$ cat src/rtl/ikaopll_pg_multi.sv
// Time-multiplexed OPLL phase generator: per-slot increment, accumulator
// memory and a free-running noise LFSR.
module ikaopll_pg_multi #(
  parameter int SLOTS   = 18,
  parameter int FNUM_W  = 9,
  parameter int PHASE_W = 19,
  parameter int OUT_W   = 10
) (
  input  logic                     i_EMUCLK,
  input  logic                     i_IC,
  input  logic                     i_CEN_n,
  input  logic                     i_SLOT_SYNC,
  input  logic [FNUM_W-1:0]        i_FNUM,
  input  logic [2:0]               i_BLOCK,
  input  logic [3:0]               i_MUL,
  input  logic                     i_PM,
  input  logic [2:0]               i_PMVAL,
  input  logic                     i_PHASE_RST,
  input  logic                     i_TEST_HOLD,
  output logic [$clog2(SLOTS)-1:0] o_SLOT,
  output logic [OUT_W-1:0]         o_PHASE,
  output logic                     o_VALID,
  output logic                     o_NOISE
);

  localparam int SW  = $clog2(SLOTS);
  localparam int FW  = FNUM_W + 2;
  localparam int SHW = FNUM_W + 8;
  localparam int PRW = SHW + 5;

  logic cen;
  assign cen = ~i_CEN_n;

  logic [SW-1:0]     slot_cnt;

  logic [SW-1:0]     s1_slot;
  logic [FNUM_W-1:0] s1_fnum;
  logic [2:0]        s1_block;
  logic [3:0]        s1_mul;
  logic              s1_pm;
  logic [2:0]        s1_pmval;
  logic              s1_prst;

  logic [SW-1:0]      s2_slot;
  logic [PHASE_W-1:0] s2_inc;
  logic               s2_prst;

  logic [SW-1:0]    s3_slot;
  logic [OUT_W-1:0] s3_phase;

  logic [2:0]  vld;
  logic [22:0] lfsr;

  logic [PHASE_W-1:0] acc [SLOTS];

  logic [2:0]         mag;
  logic [FW-1:0]      fpm;
  logic [SHW:0]       shl;
  logic [SHW-1:0]     blk;
  logic [4:0]         mul2;
  logic [PRW-1:0]     prod;
  logic [PHASE_W-1:0] inc;
  logic [PHASE_W-1:0] acc_cur;
  logic [PHASE_W-1:0] acc_nxt;

  // Vibrato depth comes from the top three F-number bits.
  always_comb begin
    mag = 3'd0;
    if (s1_pm) begin
      case (s1_pmval[1:0])
        2'b01, 2'b11: mag = {1'b0, s1_fnum[FNUM_W-1 -: 2]};
        2'b10:        mag = s1_fnum[FNUM_W-1 -: 3];
        default:      mag = 3'd0;
      endcase
    end
    fpm = {1'b0, s1_fnum, 1'b0};
    if (s1_pm && s1_pmval[2])
      fpm = fpm - FW'(mag);
    else
      fpm = fpm + FW'(mag);
    shl = (SHW+1)'(fpm) << s1_block;
    blk = SHW'(shl >> 1);
  end

  always_comb begin
    mul2 = 5'd1;
    case (s1_mul)
      4'd0:  mul2 = 5'd1;
      4'd1:  mul2 = 5'd2;
      4'd2:  mul2 = 5'd4;
      4'd3:  mul2 = 5'd6;
      4'd4:  mul2 = 5'd8;
      4'd5:  mul2 = 5'd10;
      4'd6:  mul2 = 5'd12;
      4'd7:  mul2 = 5'd14;
      4'd8:  mul2 = 5'd16;
      4'd9:  mul2 = 5'd18;
      4'd10: mul2 = 5'd20;
      4'd11: mul2 = 5'd20;
      4'd12: mul2 = 5'd24;
      4'd13: mul2 = 5'd24;
      4'd14: mul2 = 5'd30;
      4'd15: mul2 = 5'd30;
      default: mul2 = 5'd1;
    endcase
    prod = PRW'(blk) * PRW'(mul2);
    inc  = PHASE_W'(prod >> 1);
  end

  // Phase restart wins over the test-mode freeze.
  always_comb begin
    acc_cur = acc[s2_slot];
    if (s2_prst)
      acc_nxt = s2_inc;
    else if (i_TEST_HOLD)
      acc_nxt = acc_cur;
    else
      acc_nxt = acc_cur + s2_inc;
  end

  always_ff @(posedge i_EMUCLK or posedge i_IC) begin
    if (i_IC) begin
      slot_cnt <= '0;
      s1_slot  <= '0;
      s1_fnum  <= '0;
      s1_block <= '0;
      s1_mul   <= '0;
      s1_pm    <= 1'b0;
      s1_pmval <= '0;
      s1_prst  <= 1'b0;
      s2_slot  <= '0;
      s2_inc   <= '0;
      s2_prst  <= 1'b0;
      s3_slot  <= '0;
      s3_phase <= '0;
      vld      <= '0;
      o_SLOT   <= '0;
      o_PHASE  <= '0;
      o_VALID  <= 1'b0;
    end else if (cen) begin
      if (i_SLOT_SYNC || slot_cnt == SW'(SLOTS-1))
        slot_cnt <= '0;
      else
        slot_cnt <= slot_cnt + SW'(1);
      s1_slot  <= slot_cnt;
      s1_fnum  <= i_FNUM;
      s1_block <= i_BLOCK;
      s1_mul   <= i_MUL;
      s1_pm    <= i_PM;
      s1_pmval <= i_PMVAL;
      s1_prst  <= i_PHASE_RST;
      s2_slot  <= s1_slot;
      s2_inc   <= inc;
      s2_prst  <= s1_prst;
      s3_slot  <= s2_slot;
      s3_phase <= acc_nxt[PHASE_W-1 -: OUT_W];
      vld      <= {vld[1:0], 1'b1};
      o_SLOT   <= s3_slot;
      o_PHASE  <= s3_phase;
      o_VALID  <= vld[2];
    end
  end

  always_ff @(posedge i_EMUCLK or posedge i_IC) begin
    if (i_IC) begin
      for (int i = 0; i < SLOTS; i++)
        acc[i] <= '0;
    end else if (cen) begin
      acc[s2_slot] <= acc_nxt;
    end
  end

  always_ff @(posedge i_EMUCLK or posedge i_IC) begin
    if (i_IC)
      lfsr <= '0;
    else if (cen)
      lfsr <= (lfsr == '0) ? 23'd1 : {lfsr[21:0], lfsr[22] ^ lfsr[8]};
  end

  assign o_NOISE = lfsr[22];

endmodule
$ cat config.mk
export PLATFORM = sky130hd
export DESIGN_NAME = ikaopll_pg_multi
export DESIGN_NICKNAME = d
export VERILOG_FILES = /design/src/rtl/ikaopll_pg_multi.sv
export SDC_FILE = /design/constraint.sdc
export NUM_CORES = 1
export LEC_CHECK = 0
export CORE_MARGIN = 4
export CORE_UTILIZATION = 45
export DETAILED_ROUTE_END_ITERATION = 16
export GPL_TIMING_DRIVEN = 0
export PLACE_DENSITY = 0.73
export SYNTH_ARGS = -nofsm -noshare
export SYNTH_HDL_FRONTEND = slang
export SYNTH_SLANG_ARGS = --single-unit
$ cat constraint.sdc
create_clock -name i_EMUCLK -period 19.2 [get_ports i_EMUCLK]
set_input_delay 5.76 -clock i_EMUCLK [delete_from_list [all_inputs] [get_ports i_EMUCLK]]
set_output_delay 5.76 -clock i_EMUCLK [all_outputs]
set_load 0.01 [all_outputs]
[After elaboration in Yosys (flattened, before gate mapping)]
Memory sizes are Yosys's and may differ from the RTL's.
Index checks and enable logic that the tools add are counted.
Word-level totals
  register bits: 455
  bits in latches: 0
  bits in writable memories: 0
  bits in read-only memories: 80
  output and inout bits: 17
  word-level logic and storage cells: 69
  memories kept: 1
Memories
  (no name shown): depth 16, bits a word 5, read ports 1, clocked after Yosys merged registers in 0, wr ports 0, RTL line 87  | case (s1_mul)
Operators by class
  $add $sub $neg: 4
  $mul: 1
  divide/modulo/power cells: 0
  order comparisons: 2
  eq/ne operators: 4
  shift-type cells: 1
  muxes and demuxes: 13
  bitwise gates (word level): 2
  reductions and logical operators: 5
Operators with widths (count)
  $bwmux 342: 1
  $bmux 19 s5: 1
  $demux 19 s5: 1
  $mux 19: 5
  $logic_not 23->1: 1
  $mux 23: 1
  $mul 17x5->20: 1
  $add 19x19->19: 1
  $shl 11x3->18: 1
  $add 10x3->11: 1
  $mux 11: 1
  $sub 10x3->11: 1
  $ge 6x6->1 const B: 1
  $lt 6x1->1 const B: 1
  $not 5->6: 1
  $pmux 3 s2: 1
  $add 5x1->5 const B: 1
  $eq 5x5->1 const B: 1
  $mux 5: 1
  $eq 2x2->1 const B: 2
  $mux 3: 1
  $eq 2x1->1 const B: 1
  $logic_and 1x1->1: 2
  $reduce_or 2->1: 1
  2 further kinds: 2

[Depth between registers and ports, before layout]
  depth after elaboration: 8
  mapped depth: 27
  mapped depth without buffers: 27

[Worst setup path after synthesis]
Ideal clock, no wire load.
  kind: in2reg
  start point: input i_TEST_HOLD
  end point: register acc[113] (netlist name)
  data arrival time: 7326 ps
  data required time: 19075 ps
  path slack: 11749 ps
  stages: 6
  path through: clkbuf_1 > nor3_1 > mux4_1 > a221o_2 > buf_6 > mux2_2
Between the ends
  longest elaborated chain between the ends: 3
Ends and longest elaborated chain
  start: declaration: RTL line 19  | input logic i_TEST_HOLD,
  $mux 19: RTL line 115  | else if (i_TEST_HOLD)
  $mux 19: RTL line 113  | if (s2_prst)
  $bwmux 342: RTL line 169  | acc[s2_slot] <= acc_nxt;
  end signal: indexed assignment: RTL line 169
  end: declaration: RTL line 54  | logic [PHASE_W-1:0] acc [SLOTS];
Every way passes these cells.
A chain may end at the register's enable or synchronous reset.

[Worst setup path after layout]
  start point: input i_TEST_HOLD
  end point: register acc[149] (netlist name)
The elaborated chain is that of the path after synthesis.

==> results.ini <==
[run_status]
outcome = completed

[cells_and_area]
multiInputGateArea_mm2 = 0.0114
nFillCells = 4574
layout-drive-gt1-share = 0.131
layout_commonest_cell = dfrtp_1
antenna_cells = 0
area_growth_pct = 12.6
layout_common_cells = dfrtp_1, nand2_1, o21ai_0, clkbuf_1, mux2_2
regArea_mm2 = 0.0114
finalNetCount = 2466

[global_route]
grt_pass1_wl_um = 105000
overflow = 0
grt_max_degree = 126
grt_pass1_vias = 18800
antenna_found_initial = 1
grt_util_all_layers = 0.231

[setup_path]
worstPathRequired_ns = 19.65
cp_max_fo = 10
start_kind = primary input
end_kind = register
cpLargestDelayFamily = buffers and inverters
cp_data_arrival_time_ns = 8.57
slowest_delay_ns = 0.62
critical_path.cell_chain = clkdlybuf4s50_1 -> clkbuf_1 -> buf_1 -> o21ai_1 -> o21ai_1 -> clkbuf_1 -> o21ai_0
startpoint = i_TEST_HOLD
worstReg2RegStart = s1_fnum[8]$_DFFE_PP0N_
cp_num_buf_inv = 4
cp_num_cells = 7
crit_slowest_cell = clkbuf_1
critPathKind = primary input to register
r2r-end = s2_inc[18]$_DFFE_PP0N_
ff2ff_setup_slack_ns = 11.65
r2r_cells = 26

[placement]
port_buffers = 42
place_hpwl_um = 47400
place_ws_ns = 10.52
gp_congestion = 0.906

[yosys]
synthFlopType = dfrtp_1
seq_area_frac_synth = 0.480
synthXorXnorAreaFrac = 0.0140
ys_warn_count = 0
synth_compound_area_frac = 0.135
synth_top_family_by_area = multiplexers
ys_ff_latch = 455
ys_types = 74
yosys.area_share.adder = 0.0661
synthMuxAreaShare = 0.146
synth_edf_count = 0
syn-num-nets = 2372
synthCells = 2249
async_flop_share = 1.00
post_synth.cell_area_avg_um2 = 10.5
synthSimpleGateAreaFrac = 0.118
synthesis.area_mm2 = 0.0237

[power]
power_density_mw_per_mm2 = 132
power.total_mw = 3.52
leakagePower_nw = 11.9
ir_worst_vdd_uv = 70.9

[clock_tree]
cts_made_buffers = 47
cts_hold_buffers = 0
clockBufferDepth = 3
postCtsSetupBuffers = 0
insertion_delay_ns = 0.60
post_cts_resized = 0
h-tree-depth = 2
cts_tree = yes
clk_pin_slew_ns = 0.06
cts-root-buf = clkbuf_16
cts.sinks = 455

[worst_hold_path]
hold-path-cell-count = 2
holdCritPathClass = register to register
holdPathEnd = acc[34]$_DFFE_PP0P_
min-delay-start = acc[34]$_DFFE_PP0P_

[timing]
fin_crit_sh = 0.423
hold_viol = 0
relSlewSlack = 0.255
achievable-frequency_ghz = 0.123
period_minus_slack_ns = 8.13
setup_viol = 0
fin_worst_skew_ns = 0.0312
rsz0062_at_grt = no
fin_ws_ns = 11.07
finalSetupTns_ns = 0
drv_slew = 0
tightest_slew_ns = 1.12

[floorplan]
core_area_mm2 = 0.0517
io-pin-count = 43
die_area_mm2 = 0.0564
fp.dieW_um = 238
std_cell_rows = 83
start_util = 0.458
die_y_um = 238

[route]
ant_nets = 0
met1_length_um = 25700
viasPerCell = 5.93
wl_met2_um = 32000
drt_iter0_markers = 1525
top_layer = met5
wl_per_cell_um = 21.1
wl_um = 64600
drc_errors = 0
dr.pass1.iters = 7
wl_met3_um = 4720
routed-via-count = 18100

[run]
drv_cap = 0

## final cells by class
type                    count  share of cell area
flip-flops and latches    455               0.426
multi-input cells        1560               0.425
clock buffers              61              0.0490
well taps                 680              0.0319
plain buffers             152              0.0247
repair buffers             45              0.0188
clock inverters            27              0.0121
inverters                  82              0.0118
## worst max path at each step
stage | endpoint | slack (ns)
after global placement | acc[233]$_DFFE_PP0P_ | -3.66
after floorplan | acc[0]$_DFFE_PP0P_ | 0.76
final | acc[149]$_DFFE_PP0P_ | 11.07
after CTS | acc[206]$_DFFE_PP0P_ | 11.14
after detailed placement | acc[149]$_DFFE_PP0P_ | 10.52
after global routing | acc[225]$_DFFE_PP0P_ | 10.93
## sequential cells by signal, indices dropped and copies added (netlist names), 5 cells and up
| signal | flops |
|---|---|
| acc | 342 |
| lfsr | 23 |
| s2_inc | 19 |
| o_PHASE | 10 |
| s3_phase | 10 |
| s1_fnum | 9 |
| o_SLOT | 5 |
| s1_slot | 5 |
| s2_slot | 5 |
| s3_slot | 5 |
| slot_cnt | 5 |
## Yosys cell counts (all sizes together) (6+ instances only)
cell type / number / area [um2]
o211ai: 15 / 118
nand4: 6 / 37.5
nor4: 11 / 68.8
or2: 7 / 43.8
nand2: 432 / 1620
mux2i: 23 / 230
nand2b: 8 / 50.1
and3: 12 / 75.1
o31ai: 7 / 52.6
a21oi: 38 / 198
clkbuf: 125 / 469
inv: 82 / 308
xor2: 18 / 158
buf: 27 / 191
a21o: 18 / 135
a211oi: 9 / 67.6
mux4: 80 / 1850
a31oi: 8 / 50.1
mux2: 122 / 1370
a22oi: 17 / 133
nor3: 17 / 85.1
and2: 37 / 231
ha: 50 / 626
o221ai: 13 / 114
nand3: 24 / 120
o21ai: 393 / 1970
nor2: 40 / 150
fa: 47 / 941
a22o: 7 / 61.3
xnor2: 20 / 175
dfrtp: 455 / 11400
nor2b: 32 / 200
## worst reg2reg max path, cell delays in order, from the launching register on
cell and delay, ns:
dfrtp_1 0.32, clkbuf_1 0.33, a22o_1 0.21, nand2_1 0.10
ha_1 0.32, nor2b_1 0.14, o21ai_0 0.29, nand3_1 0.23
a21boi_0 0.46, o31ai_1 0.20, mux2_2 0.29, a22oi_1 0.49
nor2b_1 0.17, fa_1 0.53, fa_1 0.55, inv_1 0.06
fa_1 0.53, inv_1 0.04, ha_1 0.23, nor3_1 0.27
o211ai_1 0.17, a311o_1 0.37, a211oi_1 0.34, o21ai_0 0.15
a21oi_1 0.25, xnor2_1 0.12, mux2_2 0.27
## routing by layer
layer	GRT usage	vias to the layer above
met2	0.394	721
met5	0	-
met4	0.0803	2
met1	0.299	9201
li1	-	8066
met3	0.0405	155
## stage by stage
| step | hold slack, ns | cells | cell area, um2 | util |
|---|---|---|---|---|
| after CTS | 0.481 | 3062 | 26700 | 0.516 |
| final | 0.479 | 3062 | 26700 | 0.516 |
| after floorplan | 0.430 | 2249 | 23700 | - |
| after detailed placement | 0.466 | 2974 | 25100 | 0.485 |
| after global routing | 0.498 | 3062 | 26700 | 0.516 |
| after global placement | 0.445 | 2971 | 25000 | 0.483 |
## power by group
group	internal, mW	switching, mW
clock	0.554	0.405
combinational	0.496	0.770
sequential	1.17	0.132
## cell families after synthesis
kind of cell,Yosys count
fa+ha+maj,97
compound gates,559
xor+xnor,38
mux,225
simple gates,641
buf+inv,234
flops,455
Power figures use the tool's default switching activity.
